## config.mk

```make
export PLATFORM = sky130hd
export DESIGN_NAME = sdram_multiport_arbiter
export DESIGN_NICKNAME = d
export VERILOG_FILES = /design/src/rtl/sdram_multiport_arbiter.sv
export SDC_FILE = /design/constraint.sdc
export NUM_CORES = 1
export LEC_CHECK = 0
export CAP_MARGIN = 15
export CORE_MARGIN = 5
export CORE_UTILIZATION = 33
export DETAILED_ROUTE_END_ITERATION = 6
export PLACE_DENSITY_LB_ADDON = 0.3
export SLEW_MARGIN = 20
export SYNTH_ARGS = -nofsm -noshare
export SYNTH_HDL_FRONTEND = slang
export SYNTH_SLANG_ARGS = --single-unit
```

## constraint.sdc

```tcl
create_clock -name clk -period 2 [get_ports clk]
set_input_delay 0.3 -clock clk [delete_from_list [all_inputs] [get_ports clk]]
set_output_delay 0.3 -clock clk [all_outputs]
set_load 0.02 [all_outputs]
```

## src/rtl/sdram_multiport_arbiter.sv

```systemverilog
// N-port front end sharing one sdram_controller command interface.
// One client transaction at a time: arbitrate in IDLE, issue for one cycle, then collect beats in WAIT.
module sdram_multiport_arbiter #(
    parameter int PORTS              = 4,
    parameter int ADDRESS_WIDTH      = 22,
    parameter int DATA_WIDTH         = 16,
    parameter int READ_BURST_LENGTH  = 1,
    parameter int WRITE_BURST_LENGTH = 1,
    parameter int PRIORITY_MODE      = 0,
    parameter int TIMEOUT_CYCLES     = 1024
) (
    input  logic                             clk,
    input  logic                             reset,
    input  logic [2*PORTS-1:0]               client_command,
    input  logic [ADDRESS_WIDTH*PORTS-1:0]   client_address,
    input  logic [DATA_WIDTH*PORTS-1:0]      client_data_write,
    output logic [PORTS-1:0]                 client_grant,
    output logic [DATA_WIDTH-1:0]            client_data_read,
    output logic [PORTS-1:0]                 client_data_read_valid,
    output logic [PORTS-1:0]                 client_data_write_done,
    output logic [PORTS-1:0]                 client_error,
    output logic                             busy,
    output logic [1:0]                       command,
    output logic [ADDRESS_WIDTH-1:0]         data_address,
    output logic [DATA_WIDTH-1:0]            data_write,
    input  logic [DATA_WIDTH-1:0]            data_read,
    input  logic                             data_read_valid,
    input  logic                             data_write_done
);

    localparam int OW        = $clog2(PORTS);
    localparam int MAX_BURST = (READ_BURST_LENGTH > WRITE_BURST_LENGTH) ? READ_BURST_LENGTH : WRITE_BURST_LENGTH;
    localparam int BW        = $clog2(MAX_BURST + 1);
    localparam int TW        = (TIMEOUT_CYCLES > 0) ? $clog2(TIMEOUT_CYCLES + 1) : 1;
    localparam logic [TW-1:0] TO_LAST = TW'((TIMEOUT_CYCLES > 0) ? TIMEOUT_CYCLES - 1 : 0);
    localparam logic [1:0] CMD_WRITE = 2'd1;
    localparam logic [1:0] CMD_READ  = 2'd2;

    typedef enum logic [1:0] {IDLE, ISSUE, WAIT} state_t;

    state_t                   state, state_next;
    logic [OW-1:0]            owner, last_granted, winner, sel;
    logic [1:0]               cmd_q;
    logic [ADDRESS_WIDTH-1:0] addr_q;
    logic [BW-1:0]            beat_count, burst_len;
    logic [TW-1:0]            timeout_count;
    logic [PORTS-1:0]         request;
    logic                     grant_valid, is_read, is_write, beat, last_beat, timeout_hit;

    always_comb begin
        for (int i = 0; i < PORTS; i++) begin
            request[i] = (client_command[2*i +: 2] == CMD_WRITE) || (client_command[2*i +: 2] == CMD_READ);
        end
    end

    // Scan candidates from farthest to nearest so the nearest pending port is the last one written.
    always_comb begin
        grant_valid = 1'b0;
        winner      = '0;
        sel         = '0;
        for (int k = PORTS; k >= 1; k--) begin
            if (PRIORITY_MODE == 1) sel = OW'(k - 1);
            else                    sel = OW'((int'(last_granted) + k) % PORTS);
            if (request[sel]) begin
                grant_valid = 1'b1;
                winner      = sel;
            end
        end
    end

    assign is_read     = (cmd_q == CMD_READ);
    assign is_write    = (cmd_q == CMD_WRITE);
    assign burst_len   = is_read ? BW'(READ_BURST_LENGTH) : BW'(WRITE_BURST_LENGTH);
    assign beat        = (state == WAIT) && ((is_read && data_read_valid) || (is_write && data_write_done));
    assign last_beat   = beat && ((beat_count + BW'(1)) == burst_len);
    // A beat landing on the terminal count takes precedence over the abort.
    assign timeout_hit = (TIMEOUT_CYCLES > 0) && (state == WAIT) && !beat && (timeout_count == TO_LAST);

    always_ff @(posedge clk or posedge reset) begin
        if (reset) state <= IDLE;
        else       state <= state_next;
    end

    always_comb begin
        state_next = state;
        case (state)
            IDLE:    if (grant_valid) state_next = ISSUE;
            ISSUE:   state_next = WAIT;
            WAIT:    if (last_beat || timeout_hit) state_next = IDLE;
            default: state_next = IDLE;
        endcase
    end

    always_ff @(posedge clk or posedge reset) begin
        if (reset) begin
            owner         <= '0;
            cmd_q         <= '0;
            addr_q        <= '0;
            last_granted  <= OW'(PORTS - 1);
            beat_count    <= '0;
            timeout_count <= '0;
        end else begin
            case (state)
                IDLE: begin
                    if (grant_valid) begin
                        owner  <= winner;
                        cmd_q  <= client_command[winner*2 +: 2];
                        addr_q <= client_address[winner*ADDRESS_WIDTH +: ADDRESS_WIDTH];
                    end
                end
                ISSUE: begin
                    beat_count    <= '0;
                    timeout_count <= '0;
                end
                WAIT: begin
                    if (beat) begin
                        beat_count    <= beat_count + BW'(1);
                        timeout_count <= '0;
                        if (last_beat) last_granted <= owner;
                    end else begin
                        if (TIMEOUT_CYCLES > 0) timeout_count <= timeout_count + TW'(1);
                        if (timeout_hit) last_granted <= owner;
                    end
                end
                default: ;
            endcase
        end
    end

    assign client_data_read = data_read;

    always_comb begin
        client_grant           = '0;
        client_data_read_valid = '0;
        client_data_write_done = '0;
        client_error           = '0;
        command                = 2'b00;
        data_address           = '0;
        data_write             = '0;
        busy                   = (state != IDLE);
        case (state)
            ISSUE: begin
                command             = cmd_q;
                data_address        = addr_q;
                client_grant[owner] = 1'b1;
                data_write          = client_data_write[owner*DATA_WIDTH +: DATA_WIDTH];
            end
            WAIT: begin
                data_write                    = client_data_write[owner*DATA_WIDTH +: DATA_WIDTH];
                client_data_read_valid[owner] = is_read && data_read_valid;
                client_data_write_done[owner] = is_write && data_write_done;
                client_error[owner]           = timeout_hit;
            end
            default: ;
        endcase
    end

endmodule

```

==> metrics.cfg <==
[synthesis]
synth_cell_type_count=48
seq_total_area_yosys=0.279
synth.ff_latch_count=42
synthArstFlopShare=1.00
synth_enable_flop_cells=0
synth_cells=443
mappedNetlistArea_um2=3780
synth_area_leaders=sky130_fd_sc_hd__dfrtp_1, sky130_fd_sc_hd__mux4_2, sky130_fd_sc_hd__and2_1
synth.top_cell.area_share=0.265
syn_area_per_cell_um2=8.53
postSynth.topFlopCell=sky130_fd_sc_hd__dfrtp_1
yosys_warnings=0
mappedNetlistNets=627
synth_top_cell_by_area=sky130_fd_sc_hd__dfrtp_1

[layout]
fraction_of_final_layout_cells_with_drive_strength_greater_than_1=0.277
register_area_um2=1050
multi_input_comb_area_um2=2620
fin_area_um2=7000
nNetsFinal=884
area_overhead_of_the_layout_relative_to_synthesis_pct=85.3
filler_cell_count=965

[critical_path]
critical_path_buf_inv_count=1
setup.worst_path.start_class=register
worst-path-max-fanout=5
critPathMaxStageDelay_ns=0.57
critical_path_arrival_ns=1.94
cp.required_ns=1.70
worst_setup_path_endpoint=client_error[0]
crit_path_top_delay_cell=sky130_fd_sc_hd__or4_4
critical_setup_path_class=reg -> out
crit_cells=6
timing.rr.end=last_granted[0]$_DFFE_PP1P_
endpoint_kind=primary output
worst-r2r-cell-count=8
cp_delay_by_family_top=simple AND/OR/NAND/NOR gates
cp_cell_sequence=ha_2 > and3_4 > nand3_2 > or4_4 > nor3_4 > buf_6
r2r_start=timeout_count[0]$_DFFE_PP0N_
critPathLaunch=timeout_count[0]$_DFFE_PP0N_
ff2ff_setup_slack_ns=-0.22

[global_routing]
grt_use_total=0.230
grt_pass1_vias=4816
grt.overflow.total=0
antenna_found_initial=3
largest_net_degree_at_the_start_of_global_routing=35
grt_pass1_wl_um=24600

[clock_tree]
cts.sinks=42
worstSkewPairLatency_ns=0.28
clk_pin_slew_ns=0.06
clk_path_buf_depth=2
clock_tree.root_cell=sky130_fd_sc_hd__clkbuf_16
number_of_buffers_created_by_cts=5
ctsHoldBuffers=0
tritoncts=yes
maximum_level_of_the_cts_h_tree=2

[min_path]
worstHoldPathType=in -> async

[floorplan]
die_outline_area_um2=13700
num_rows=39
core_area_um2=11300
start_util=0.334
height_of_the_die_um=117
number_of_ports_placed_on_the_die_boundary=253
die_w_um=117

[run]
max_cap_viols=0

[timing]
finalHoldViolations=0
timing_worst_slew_pin_value_ns=0.428
final.setup_skew_ns=0.00346
final.period_utilization=1.12
finalCriticalPeriod_ns=2.24
relSlewSlack=0.713
timing.final.setup_violations=20
setup-tns-final_ns=-1.69
grt_setup_unrepaired=yes
fmax_ghz=0.446
postLayoutSetupSlackWorst_ns=-0.241
final_max_slew_viol_count=0

[routing]
detail-route-antenna-nets=0
detail_route.wl_per_cell_um=19.7
post-route-drc-count=0
via_count_normalized_by_instance_count=5.41
drt-initial-drc-count=239
via_count=4579
dr.pass1.iters=4
routed_wirelength_um=16600

[place]
preCtsSetupSlack_ns=-0.749
gp_routability_congestion=0.918
dpl-instance-area_um2=6550
place_hpwl_um=12800
port-buffer-count=220

[status]
failing_checks=negative setup slack
run_status=finished with violations

[power_and_ir_drop]
vdd_drop_max_mv=0.305
leakage_nw=2.95
power_density_nw_per_um2=499

-- Yosys cell counts (2+ instances only) --
library cell and count:
sky130_fd_sc_hd__nand2b_1 7, sky130_fd_sc_hd__and3_1 2, sky130_fd_sc_hd__o21ai_1 4, sky130_fd_sc_hd__o2bb2ai_1 3, sky130_fd_sc_hd__nand4b_1 2, sky130_fd_sc_hd__inv_1 8
sky130_fd_sc_hd__dfstp_2 2, sky130_fd_sc_hd__dfrtp_1 40, sky130_fd_sc_hd__o21ai_0 46, sky130_fd_sc_hd__ha_1 4, sky130_fd_sc_hd__xnor2_1 5, sky130_fd_sc_hd__nor3_1 6
sky130_fd_sc_hd__a211oi_1 2, sky130_fd_sc_hd__nor2b_1 2, sky130_fd_sc_hd__xor2_1 7, sky130_fd_sc_hd__nand3_1 29, sky130_fd_sc_hd__nand4_1 4, sky130_fd_sc_hd__mux2_1 2
sky130_fd_sc_hd__mux2i_1 2, sky130_fd_sc_hd__a41oi_1 22, sky130_fd_sc_hd__nand2_1 9, sky130_fd_sc_hd__a21oi_1 12, sky130_fd_sc_hd__nor2_1 42, sky130_fd_sc_hd__o31a_1 24
sky130_fd_sc_hd__o31ai_1 2, sky130_fd_sc_hd__clkbuf_1 35, sky130_fd_sc_hd__and2_1 40, sky130_fd_sc_hd__a22oi_1 2, sky130_fd_sc_hd__o211a_1 2, sky130_fd_sc_hd__mux4_2 16
sky130_fd_sc_hd__nand3b_1 2, sky130_fd_sc_hd__and4_1 22, sky130_fd_sc_hd__buf_4 16, sky130_fd_sc_hd__buf_2 6
-- per-stage QoR --
stage	hold slack (ns)	total power [mW]	utilization	cells
after floorplan	0.459	1.76	-	443
after global placement	0.519	2.44	0.578	820
after detailed placement	0.520	2.48	0.578	820
after CTS	0.349	3.28	0.591	832
after global routing	0.370	3.65	0.619	847
final	0.334	3.49	0.619	847
-- how the worst min path moves through the flow --
stage	endpoint	slack, ns	depth (start not counted)
2_1_floorplan	timeout_count[3]$_DFFE_PP0N_	0.46	1
3_3_place_gp	beat_count$_DFFE_PP0P_	0.52	1
3_5_place_dp	beat_count$_DFFE_PP0P_	0.52	1
4_1_cts	addr_q[3]$_DFFE_PP0P_	0.35	2
5_1_grt	addr_q[3]$_DFFE_PP0P_	0.37	2
6_report	addr_q[3]$_DFFE_PP0P_	0.33	2
-- what timing repair did --
| item | in CTS | in global routing |
|---|---|---|
| buffers inserted | 3 | 9 |
| pin swaps | 7 | 22 |
| endpoints found under the setup margin | 85 | 78 |
| endpoints found under the hold margin | 0 | 0 |
| gates resized for setup | 173 | 97 |
| gates cloned | 1 | 3 |
-- cells by family (layout without fill, tap and decap cells) --
logic type / count (synthesis) / after routing / share of synthesized area
xor gates and xnor gates: 13 / 13 / 0.0321
adders and majority gates: 4 / 4 / 0.0132
other: 0 / 3 / 0
and+or+nand+nor: 170 / 170 / 0.254
buffers and inverters: 66 / 324 / 0.0834
AOI/OAI and AO/OA: 127 / 127 / 0.229
muxes: 21 / 21 / 0.110
DFF: 42 / 42 / 0.279
-- layout make-up --
| class | instances | share of cell area |
|---|---|---|
| clock inverters | 1 | 0.000715 |
| multi-input cells | 335 | 0.374 |
| repair buffers | 308 | 0.424 |
| flip-flops and latches | 42 | 0.151 |
| clock buffers | 7 | 0.0204 |
| diodes | 3 | 0.00107 |
| inverters | 8 | 0.00429 |
| well taps | 143 | 0.0255 |
-- flip-flops by register name (all words and copies together), names as in the netlist --
name and flops:
addr_q 22, beat_count 1, cmd_q 2, last_granted 2, owner 2, state 2, timeout_count 11
-- worst register-to-register path: cells and delay by family, from the launching register on --
kind | cells | cell delay (ns)
AOI/OAI and AO/OA | 1 | 0.15
and+or+nand+nor | 3 | 0.83
DFF | 1 | 0.36
muxes | 1 | 0.33
adders and majority gates | 1 | 0.19
buffers and inverters | 2 | 0.28
-- layer usage --
layer | wire length, um | GRT usage | up-vias
met1 | 6940 | 0.303 | 2221
met5 | 0 | 0 | -
met3 | 998 | 0.0416 | 30
met2 | 8360 | 0.386 | 176
met4 | 350 | 0.0726 | 0
li1 | - | - | 2152
-- where the power goes --
part,switching (mW),internal [mW],total (mW)
logic,0.669,0.959,1.63
registers,0.0673,0.958,1.02
clock network,0.343,0.496,0.839
total,1.08,2.41,3.49
-- cells in the final DEF, fill, tap and decap left out, drive strengths merged, types with 16 or more instances in the layout --
master and n:
clkdlybuf4s50 155, buf 117, o21ai 50, nor2 42, dfrtp 40, and2 40
nand3 29, o31a 24, and4 22, a41oi 22, mux4 16
Power figures use the tool's default switching activity.
